[src/rtl/uart_pkg.sv]
// Shared UART definitions: frame width, default line constants, receiver
// FSM state encoding and the tick divider calculation. Imported by the
// receiver, the transmitter and the controller.
package uart_pkg;

    localparam int WORD_SIZE          = 8;
    localparam int CLK_FREQ_DEFAULT   = 50_000_000;
    localparam int BAUD_RATE_DEFAULT  = 115_200;
    localparam int OVERSAMPLE_DEFAULT = 16;

    typedef enum logic [2:0] {
        IDLE,
        START,
        DATA,
        PARITY,
        STOP,
        BREAK
    } uart_state_e;

    // Clocks per sample tick; never below one so the tick is always defined.
    function automatic int tick_div(input int clk_freq, input int baud_rate, input int oversample);
        int div;
        div = clk_freq / (baud_rate * oversample);
        return (div < 1) ? 1 : div;
    endfunction

endpackage

[src/rtl/uart_receiver_if.sv]
// Receiver-side signal bundle: serial line in, received word and its
// availability strobe out. master = receiver, slave = line driver/consumer.
interface uart_receiver_if;
    import uart_pkg::*;

    logic                 rx;
    logic [WORD_SIZE-1:0] data_read;
    logic                 rx_avbl_i;

    modport master (
        input  rx,
        output data_read,
        output rx_avbl_i
    );

    modport slave (
        output rx,
        input  data_read,
        input  rx_avbl_i
    );

endinterface

[src/rtl/uart_baud_tick.sv]
// Free-running sample-tick divider. tick is high for one clk every
// tick_div() clks; restart forces the count back to zero so the next tick
// lands a full period later. Used with OVERSAMPLE=1 by the transmitter.
module uart_baud_tick
    import uart_pkg::*;
#(
    parameter int CLK_FREQ   = CLK_FREQ_DEFAULT,
    parameter int BAUD_RATE  = BAUD_RATE_DEFAULT,
    parameter int OVERSAMPLE = OVERSAMPLE_DEFAULT
) (
    input  logic clk,
    input  logic rst,
    input  logic restart,
    output logic tick
);

    localparam int             DIV  = tick_div(CLK_FREQ, BAUD_RATE, OVERSAMPLE);
    localparam int             CW   = (DIV > 1) ? $clog2(DIV) : 1;
    localparam logic [CW-1:0]  LAST = CW'(DIV - 1);

    logic [CW-1:0] cnt;

    // Divider counter: wraps at LAST, or jumps to zero on restart.
    // NOTE: sequential state uses non-blocking assignments so every flop
    // samples the pre-edge values regardless of statement order.
    always_ff @(posedge clk or negedge rst) begin
        if (!rst) begin
            cnt <= '0;
        end else if (restart || cnt == LAST) begin
            cnt <= '0;
        end else begin
            cnt <= cnt + CW'(1);
        end
    end

    assign tick = (cnt == LAST);

endmodule

[src/rtl/uart_receiver.sv]
// UART receive engine, 8N1 framing, LSB first, oversampled mid-bit
// sampling. Good words appear on data_read with a one-clk rx_avbl_i
// strobe; glitches, framing errors and (optionally) parity errors are
// dropped silently.
// Optional feature: define UART_RX_PARITY_EN to insert an even-parity bit
// between the data bits and the stop bit.
module uart_receiver
    import uart_pkg::*;
#(
    parameter int CLK_FREQ   = CLK_FREQ_DEFAULT,
    parameter int BAUD_RATE  = BAUD_RATE_DEFAULT,
    parameter int OVERSAMPLE = OVERSAMPLE_DEFAULT
) (
    input  logic            clk,
    input  logic            rst,
    uart_receiver_if.master bus
);

    localparam int              TCW       = $clog2(OVERSAMPLE + 1);
    localparam int              BCW       = $clog2(WORD_SIZE + 1);
    localparam logic [TCW-1:0]  HALF_LAST = TCW'(OVERSAMPLE / 2 - 1);
    localparam logic [TCW-1:0]  FULL_LAST = TCW'(OVERSAMPLE - 1);
    localparam logic [BCW-1:0]  BIT_LAST  = BCW'(WORD_SIZE - 1);

    logic [1:0]           sync_q;
    logic                 rx_s;
    logic                 tick;
    logic                 restart;
    logic                 parity_ok;

    uart_state_e          state_q,    state_d;
    logic [TCW-1:0]       tick_cnt_q, tick_cnt_d;
    logic [BCW-1:0]       bit_cnt_q,  bit_cnt_d;
    logic [WORD_SIZE-1:0] shift_q,    shift_d;
    logic [WORD_SIZE-1:0] data_q,     data_d;
    logic                 avbl_q,     avbl_d;
`ifdef UART_RX_PARITY_EN
    logic                 parity_bad_q, parity_bad_d;
`endif

    // Two-flop synchronizer for the asynchronous serial line.
    // NOTE: the flops reset to 1 (idle line level) so leaving reset never
    // looks like a start bit.
    always_ff @(posedge clk or negedge rst) begin
        if (!rst) begin
            sync_q <= 2'b11;
        end else begin
            sync_q <= {sync_q[0], bus.rx};
        end
    end

    assign rx_s = sync_q[1];

    uart_baud_tick #(
        .CLK_FREQ   (CLK_FREQ),
        .BAUD_RATE  (BAUD_RATE),
        .OVERSAMPLE (OVERSAMPLE)
    ) u_baud_tick (
        .clk     (clk),
        .rst     (rst),
        .restart (restart),
        .tick    (tick)
    );

`ifdef UART_RX_PARITY_EN
    assign parity_ok = !parity_bad_q;
`else
    assign parity_ok = 1'b1;
`endif

    // FSM state and datapath registers.
    always_ff @(posedge clk or negedge rst) begin
        if (!rst) begin
            state_q      <= IDLE;
            tick_cnt_q   <= '0;
            bit_cnt_q    <= '0;
            shift_q      <= '0;
            data_q       <= '0;
            avbl_q       <= 1'b0;
`ifdef UART_RX_PARITY_EN
            parity_bad_q <= 1'b0;
`endif
        end else begin
            state_q      <= state_d;
            tick_cnt_q   <= tick_cnt_d;
            bit_cnt_q    <= bit_cnt_d;
            shift_q      <= shift_d;
            data_q       <= data_d;
            avbl_q       <= avbl_d;
`ifdef UART_RX_PARITY_EN
            parity_bad_q <= parity_bad_d;
`endif
        end
    end

    // Next-state and datapath decode; samples are taken on the tick that
    // closes each half-bit (start) or full-bit (data, parity, stop) interval.
    always_comb begin
        // NOTE: every output is given a default first so no path leaves a
        // signal unassigned and no latch is inferred.
        state_d    = state_q;
        tick_cnt_d = tick_cnt_q;
        bit_cnt_d  = bit_cnt_q;
        shift_d    = shift_q;
        data_d     = data_q;
        avbl_d     = 1'b0;
        restart    = 1'b0;
`ifdef UART_RX_PARITY_EN
        parity_bad_d = parity_bad_q;
`endif

        case (state_q)
            IDLE: begin
                tick_cnt_d = '0;
                bit_cnt_d  = '0;
`ifdef UART_RX_PARITY_EN
                parity_bad_d = 1'b0;
`endif
                if (!rx_s) begin
                    state_d = START;
                    restart = 1'b1;
                end
            end

            START: begin
                if (tick) begin
                    if (tick_cnt_q == HALF_LAST) begin
                        tick_cnt_d = '0;
                        if (rx_s) begin
                            state_d = IDLE;
                        end else begin
                            bit_cnt_d = '0;
                            state_d   = DATA;
                        end
                    end else begin
                        tick_cnt_d = tick_cnt_q + TCW'(1);
                    end
                end
            end

            DATA: begin
                if (tick) begin
                    if (tick_cnt_q == FULL_LAST) begin
                        tick_cnt_d = '0;
                        shift_d    = {rx_s, shift_q[WORD_SIZE-1:1]};
                        if (bit_cnt_q == BIT_LAST) begin
                            bit_cnt_d = '0;
`ifdef UART_RX_PARITY_EN
                            state_d   = PARITY;
`else
                            state_d   = STOP;
`endif
                        end else begin
                            bit_cnt_d = bit_cnt_q + BCW'(1);
                        end
                    end else begin
                        tick_cnt_d = tick_cnt_q + TCW'(1);
                    end
                end
            end

`ifdef UART_RX_PARITY_EN
            PARITY: begin
                if (tick) begin
                    if (tick_cnt_q == FULL_LAST) begin
                        tick_cnt_d   = '0;
                        parity_bad_d = ^{shift_q, rx_s};
                        state_d      = STOP;
                    end else begin
                        tick_cnt_d = tick_cnt_q + TCW'(1);
                    end
                end
            end
`endif

            STOP: begin
                if (tick) begin
                    if (tick_cnt_q == FULL_LAST) begin
                        tick_cnt_d = '0;
                        if (rx_s) begin
                            // Leave at mid-stop so a back-to-back start bit is caught.
                            state_d = IDLE;
                            if (parity_ok) begin
                                data_d = shift_q;
                                avbl_d = 1'b1;
                            end
                        end else begin
                            state_d = BREAK;
                        end
                    end else begin
                        tick_cnt_d = tick_cnt_q + TCW'(1);
                    end
                end
            end

            BREAK: begin
                if (rx_s) begin
                    state_d = IDLE;
                end
            end

            default: begin
                state_d = IDLE;
            end
        endcase
    end

    assign bus.data_read = data_q;
    assign bus.rx_avbl_i = avbl_q;

endmodule

[src/flat_wrapper.sv]
// flat-port wrapper written by rule: the top's interface ports become plain ports
module uart_receiver_flat import uart_pkg::*;
#(
    parameter int CLK_FREQ   = CLK_FREQ_DEFAULT,
    parameter int BAUD_RATE  = BAUD_RATE_DEFAULT,
    parameter int OVERSAMPLE = OVERSAMPLE_DEFAULT
)
  (clk, rst, bus_rx, bus_data_read, bus_rx_avbl_i);
  uart_receiver_if bus_i ();
  input  logic clk;
  input  logic rst;
  input wire logic [$bits(bus_i.rx)-1:0] bus_rx;
  output wire logic [$bits(bus_i.data_read)-1:0] bus_data_read;
  output wire logic [$bits(bus_i.rx_avbl_i)-1:0] bus_rx_avbl_i;
  assign bus_i.rx = bus_rx;
  assign bus_data_read = bus_i.data_read;
  assign bus_rx_avbl_i = bus_i.rx_avbl_i;
  uart_receiver #(.CLK_FREQ(CLK_FREQ), .BAUD_RATE(BAUD_RATE), .OVERSAMPLE(OVERSAMPLE)) u_core (.clk(clk), .rst(rst), .bus(bus_i));
endmodule
[config.mk]
export PLATFORM = sky130hd
export DESIGN_NAME = uart_receiver_flat
export DESIGN_NICKNAME = d
export VERILOG_FILES = /design/src/rtl/uart_pkg.sv /design/src/rtl/uart_receiver_if.sv /design/src/rtl/uart_baud_tick.sv /design/src/rtl/uart_receiver.sv /design/src/flat_wrapper.sv
export SDC_FILE = /design/constraint.sdc
export NUM_CORES = 1
export LEC_CHECK = 0
export ABC_AREA = 1
export CAP_MARGIN = 15
export CORE_MARGIN = 2
export CORE_UTILIZATION = 55
export CTS_CLUSTER_DIAMETER = 100
export DETAILED_ROUTE_END_ITERATION = 10
export PLACE_DENSITY = 0.81
export SETUP_SLACK_MARGIN = 0.02
export SYNTH_ARGS = -nofsm -noshare
export SYNTH_HDL_FRONTEND = slang
export SYNTH_HIERARCHICAL = 1
export SYNTH_SLANG_ARGS = --single-unit
[constraint.sdc]
create_clock -name clk -period 2.6 [get_ports clk]
set_clock_uncertainty 0.15 [all_clocks]
set_input_delay 0.39 -clock clk [delete_from_list [all_inputs] [get_ports clk]]
set_output_delay 0.39 -clock clk [all_outputs]
set_load 0.03 [all_outputs]
-- Word-level counts from Yosys, hierarchy flattened
Cells that the tools add are included.
- output and inout port bits: 9
- flip-flop bits (word level): 36
- add/subtract/negate cells: 3
- reduce and logical (&&, ||, !) cells: 10
- multiplexer cells: 31
- eq/ne operators: 19
- operator list (cell ; number):
    3-bit two-way mux ; 10
    5-bit two-way mux ; 5
    4-bit two-way mux ; 6
    2-bit by 1-bit != test with 1-bit output, second input constant ; 9
    3-bit one-hot mux with 5 select lines ; 1
    5-bit one-hot mux with 3 select lines ; 1
    4-bit one-hot mux with 3 select lines ; 1
    5-bit by 1-bit adder with 5-bit output, second input constant ; 2
    9-bit AND reduction ; 1
    3-bit == test, second input constant ; 2
    1-bit two-way mux ; 6
    3-bit AND reduction ; 2
    6-bit AND reduction ; 1
    3-bit nonzero test ; 2
    5-bit by 3-bit == test with 1-bit output, second input constant ; 1
    5-bit by 4-bit == test with 1-bit output, second input constant ; 1
    5-bit == test, second input constant ; 1
    4-bit by 1-bit adder with 4-bit output, second input constant ; 1
    4-bit by 3-bit == test with 1-bit output, second input constant ; 1
    2-bit != test, second input constant ; 2
    4-bit AND reduction ; 1
    3-bit by 1-bit == test with 1-bit output, second input constant ; 1
    3-bit by 2-bit == test with 1-bit output, second input constant ; 1
    3-bit zero test ; 1
    other kinds (3) ; 3

-- Longest topological paths before layout
- depth after elaboration: 5
- depth in mapped cells: 13
- depth with buffers taken out: 13

-- Cells and area by module
The synthesis kept the hierarchy.
- modules (own cells, without submodules) (module ; cells each ; instances ; area an instance (sq um) ; sequential area each (sq um)):
    uart_receiver ; 196 ; 1 ; 1630.3 ; 778.2
    uart_baud_tick ; 31 ; 1 ; 260.2 ; 125.1

-- Worst setup path before layout
OpenSTA, ideal clock, no wires.
- path type: register -> register
- start: reg u_core.u_baud_tick.cnt[0]
- end: reg u_core.state_q[0]
- data required time: 2333 ps
- data arrival time: 1426 ps
- period minus slack after synthesis: 1693 ps
- slack: 907 ps
- setup time: 117 ps
- buffers on the path: 0
- stages on the path, launching flop included: 14
- cells stage by stage: dfrtp_1 -> inv_1 -> ha_1 -> nand2_1 -> inv_1 -> nand2_2 -> inv_1 -> inv_1 -> nand3_1 -> nand3_1 -> nor2_4 -> nand2_2 -> nand2_1 -> nand2_1
- longest elaborated chain between the ends: 3
- elaborated cells between the ends (all ways): 5
- classes of those cells: 4 x eq/ne; 1 x reduce/logical
- ends and longest elaborated chain (element ; RTL line ; RTL):
    start: declaration ; uart_baud_tick.sv:21 ; logic [CW-1:0] cnt;
    start signal: assignment ; uart_baud_tick.sv:32 ; cnt <= cnt + CW'(1);
    5-bit == test * ; uart_baud_tick.sv:36 ; assign tick = (cnt == LAST);
    via u_core.tick ; uart_receiver.sv:27 ; logic tick;
    2-bit by 1-bit != test with 1-bit output (no line) ; -- ;
    9-bit AND reduction (no line) * ; -- ;
    end signal: assignment ; uart_receiver.sv:84 ; state_q <= state_d;
    end: declaration ; uart_receiver.sv:31 ; uart_state_e state_q, state_d;
The timed path passes the listed nets; every way through them passes the cells marked *.
A chain may end at the register's enable or synchronous reset.

-- Worst setup path after layout
- start: reg u_core.data_q[4] (netlist: u_core/bus.data_read[4])
- end: out bus_data_read[4]
- RTL lines (element ; RTL line ; RTL):
    start: declaration ; uart_receiver.sv:35 ; logic [WORD_SIZE-1:0] data_q, data_d;
    start signal: assignment ; uart_receiver.sv:88 ; data_q <= data_d;
    end: declaration ; flat_wrapper.sv:13 ; output wire logic [$bits(bus_i.data_read)-1:0] bus_data_read;
No word-level cell between the ends.

==> results.sh <==
export IMPL_status="finished, final reports clean"
export IMPL_rsz0062_at_grt="false"
export IMPL_final_nets=251
export IMPL_cp_required_ns=2.06
export IMPL_max_freq_mhz=519
export IMPL_crit_chain="clkdlybuf4s50_1"
export IMPL_first_pass_iters=4
export IMPL_wl_per_cell_microns=10.8
export IMPL_setup_violations_final=0
export IMPL_clkLatencyLatePin_ns=0.34
export IMPL_postRouteAntennaNets=0
export IMPL_synth_fp_nets=235
export IMPL_synth_area_leaders="dfrtp_1, nand2_1, inv_1"
export IMPL_slew_headroom_pct=49.1
export IMPL_max_vdd_ir_drop_uv=325
export IMPL_num_fill_cells=307
export IMPL_fin_cells=290
export IMPL_overflow=0
export IMPL_drv_slew=0
export IMPL_power_uw=875
export IMPL_placedCellCount=281
export IMPL_final_setup_tns_ns=0
export IMPL_synth_area_sq_um=1890
export IMPL_synthCells=227
export IMPL_drive_above_1_share_pct=16.0
export IMPL_slowest_delay_ns=0.68
export IMPL_synth_warning_count=6
export IMPL_post_route_period_util_pct=74.1
export IMPL_power_density_nw_per_um2=420
export IMPL_vias=1442
export IMPL_synth_largest_area_cell="dfrtp_1"
export IMPL_syn_area_per_cell_sq_um=8.33
export IMPL_syn2layout_area_growth_pct=10.3
export IMPL_p_leak_nw=1.07
export IMPL_cts_hold_buf=1
export IMPL_clkTransAtPathRegs_ns=0.11
export IMPL_synth_yosys_seq_area_share_pct=47.8
export IMPL_cp_start_kind="flop"
export IMPL_io_pin_count=12
export IMPL_first_global_vias=1355
export IMPL_cts_buffers_inserted=5
export IMPL_maxCapViolCount=0
export IMPL_ys_types=23
export IMPL_hpwl_mm=2.24
export IMPL_die_x_microns=62.6
export IMPL_critPathArrivalTime_ns=1.39
export IMPL_antenna_found_initial=0
export IMPL_gp_congestion=0.861
export IMPL_cts_tree="built"
export IMPL_worst_pin_slew_ns=0.763
export IMPL_min_period_ns=1.93
export IMPL_viasPerCell=4.97
export IMPL_die_area_sq_um=3920
export IMPL_hold_violations=0
export IMPL_hold_class="reg -> reg"
export IMPL_fp_row_count=21
export IMPL_slowest_stage="clkdlybuf4s50_1"
export IMPL_cp_max_fo=2
export IMPL_drc=0
export IMPL_core_area_sq_um=3310
export IMPL_ys_seq_elements=36
export IMPL_post_cts_buffers=0
export IMPL_grt_first_pass_wirelength_mm=5.68
export IMPL_postLayoutCoreUtil_pct=63.0
export IMPL_initial_utilization_pct=57.1
export IMPL_htree_levels=2
export IMPL_post_cts_resized=0
export IMPL_drt_wl_total_mm=3.14
export IMPL_die_h_microns=62.6
export IMPL_n_antenna_cell=0
export IMPL_path_delay_family="buffers and inverters"
export IMPL_cts_sinks=36
export IMPL_worst_setup_path_end_kind="primary output"
export IMPL_track_usage_pct=18.5
export IMPL_clock_root_buffer="clkbuf_4"
export IMPL_grt_max_degree=37
export IMPL_path_buf_inv=1
export IMPL_io_buffer_count=11
export IMPL_clk_path_buf_depth=2
export IMPL_crit_type="reg -> out"
export IMPL_drtIter0Drc=92
export IMPL_synth_top_area_share_pct=45.0
==> synth_stat cells <==
| master | instances |
|---|---|
| xnor2_1 | 2 |
| nand3b_1 | 2 |
| inv_1 | 31 |
| a21oi_1 | 2 |
| dfstp_2 | 2 |
| dfrtp_1 | 34 |
| nor2_1 | 17 |
| nand3_2 | 3 |
| nand4_1 | 3 |
| o21ai_1 | 6 |
| nor2_4 | 3 |
| nand2_1 | 68 |
| nand4_4 | 1 |
| xor2_1 | 2 |
| nor3_1 | 1 |
| buf_6 | 3 |
| ha_1 | 5 |
| nor2_2 | 3 |
| o21ai_2 | 10 |
| nand3_1 | 16 |
| o21ai_0 | 5 |
| inv_2 | 2 |
| nand2_2 | 6 |
==> final timing paths <==
path	depth (start not counted)	start	to	slack (ns)
worst max-delay path	1	u_core/bus.data_read[4]	bus_data_read[4]	0.67
worst min-delay path	0	u_core/sync_q[0]	u_core/sync_q[1]	0.22
worst max register to register	13	u_core/u_baud_tick/cnt[0]	u_core/state_q[0]	0.71
worst min register to register	0	u_core/sync_q[0]	u_core/sync_q[1]	0.22
max in group asynchronous	2	rst	u_core/state_q[0]	1.32
min in group asynchronous	2	rst	u_core/bit_cnt_q[3]	0.49
==> stage by stage <==
step / instance area [sq um] / hold WS, ns / setup slack, ns
2_1_floorplan: 1890 / -0.0556 / 0.907
3_3_place_gp: 2020 / 0.197 / 0.745
3_5_place_dp: 2020 / 0.200 / 0.733
6_report: 2090 / 0.218 / 0.673
5_1_grt: 2090 / 0.226 / 0.525
4_1_cts: 2090 / 0.216 / 0.647
==> layer usage <==
| layer | vias to the layer above | track usage (%) | part of all wire, % |
|---|---|---|---|
| met1 | 678 | 23.9 | 49 |
| met5 | - | 0 | 0 |
| met3 | 5 | 6.49 | 3.6 |
| li1 | 737 | - | - |
| met4 | 0 | 5.83 | 1.3 |
| met2 | 22 | 29.4 | 47 |
==> layout by cell type (no fill, tap or decap), drive strengths merged <==
cell / instances
nand4: 4
dlygate4sd3: 1
a21oi: 2
inv: 33
clkdlybuf4s50: 10
nand3b: 2
dfrtp: 34
nand3: 19
clkbuf: 5
ha: 5
dfstp: 2
nor2: 23
nand2: 74
clkinv: 3
nor3: 1
xnor2: 2
buf: 1
xor2: 2
o21ai: 21
==> registers in the layout (all words and copies together) (netlist names) <==
signal,cells
u_core/tick_cnt_q,5
u_core/u_baud_tick/cnt,5
u_core/state_q,3
u_core/sync_q,2
u_core/bus.data_read,8
u_core/bus.rx_avbl_i,1
u_core/bit_cnt_q,4
u_core/shift_q,8
==> layout make-up <==
type / count / area (sq um) / share of cell area [%]
sequential: 36 / 903 / 43.3
clock buffer: 5 / 37.5 / 1.80
multi-input combinational: 155 / 830 / 39.8
tap: 46 / 57.6 / 2.76
timing repair buffer: 12 / 115 / 5.52
clock inverter: 3 / 18.8 / 0.900
inverter: 33 / 124 / 5.94
==> where the power goes <==
group          switching [mW]  leakage [nW]  internal (mW)
Clock                   0.191        0.0349          0.104
Sequential            0.00234         0.471          0.563
Combinational          0.0119         0.559        0.00340
==> cell families (layout without fill, tap and decap cells) <==
kind of cell | count (synthesis) | after routing | synth area share (%)
adders and majority gates | 5 | 5 | 3.31
buffers and inverters | 36 | 53 | 8.34
DFF | 36 | 36 | 47.8
xor gates and xnor gates | 4 | 4 | 1.85
and+or+nand+nor | 123 | 123 | 30.6
AOI/OAI and AO/OA | 23 | 23 | 8.07
No activity file was read; power rests on OpenSTA's default activity.
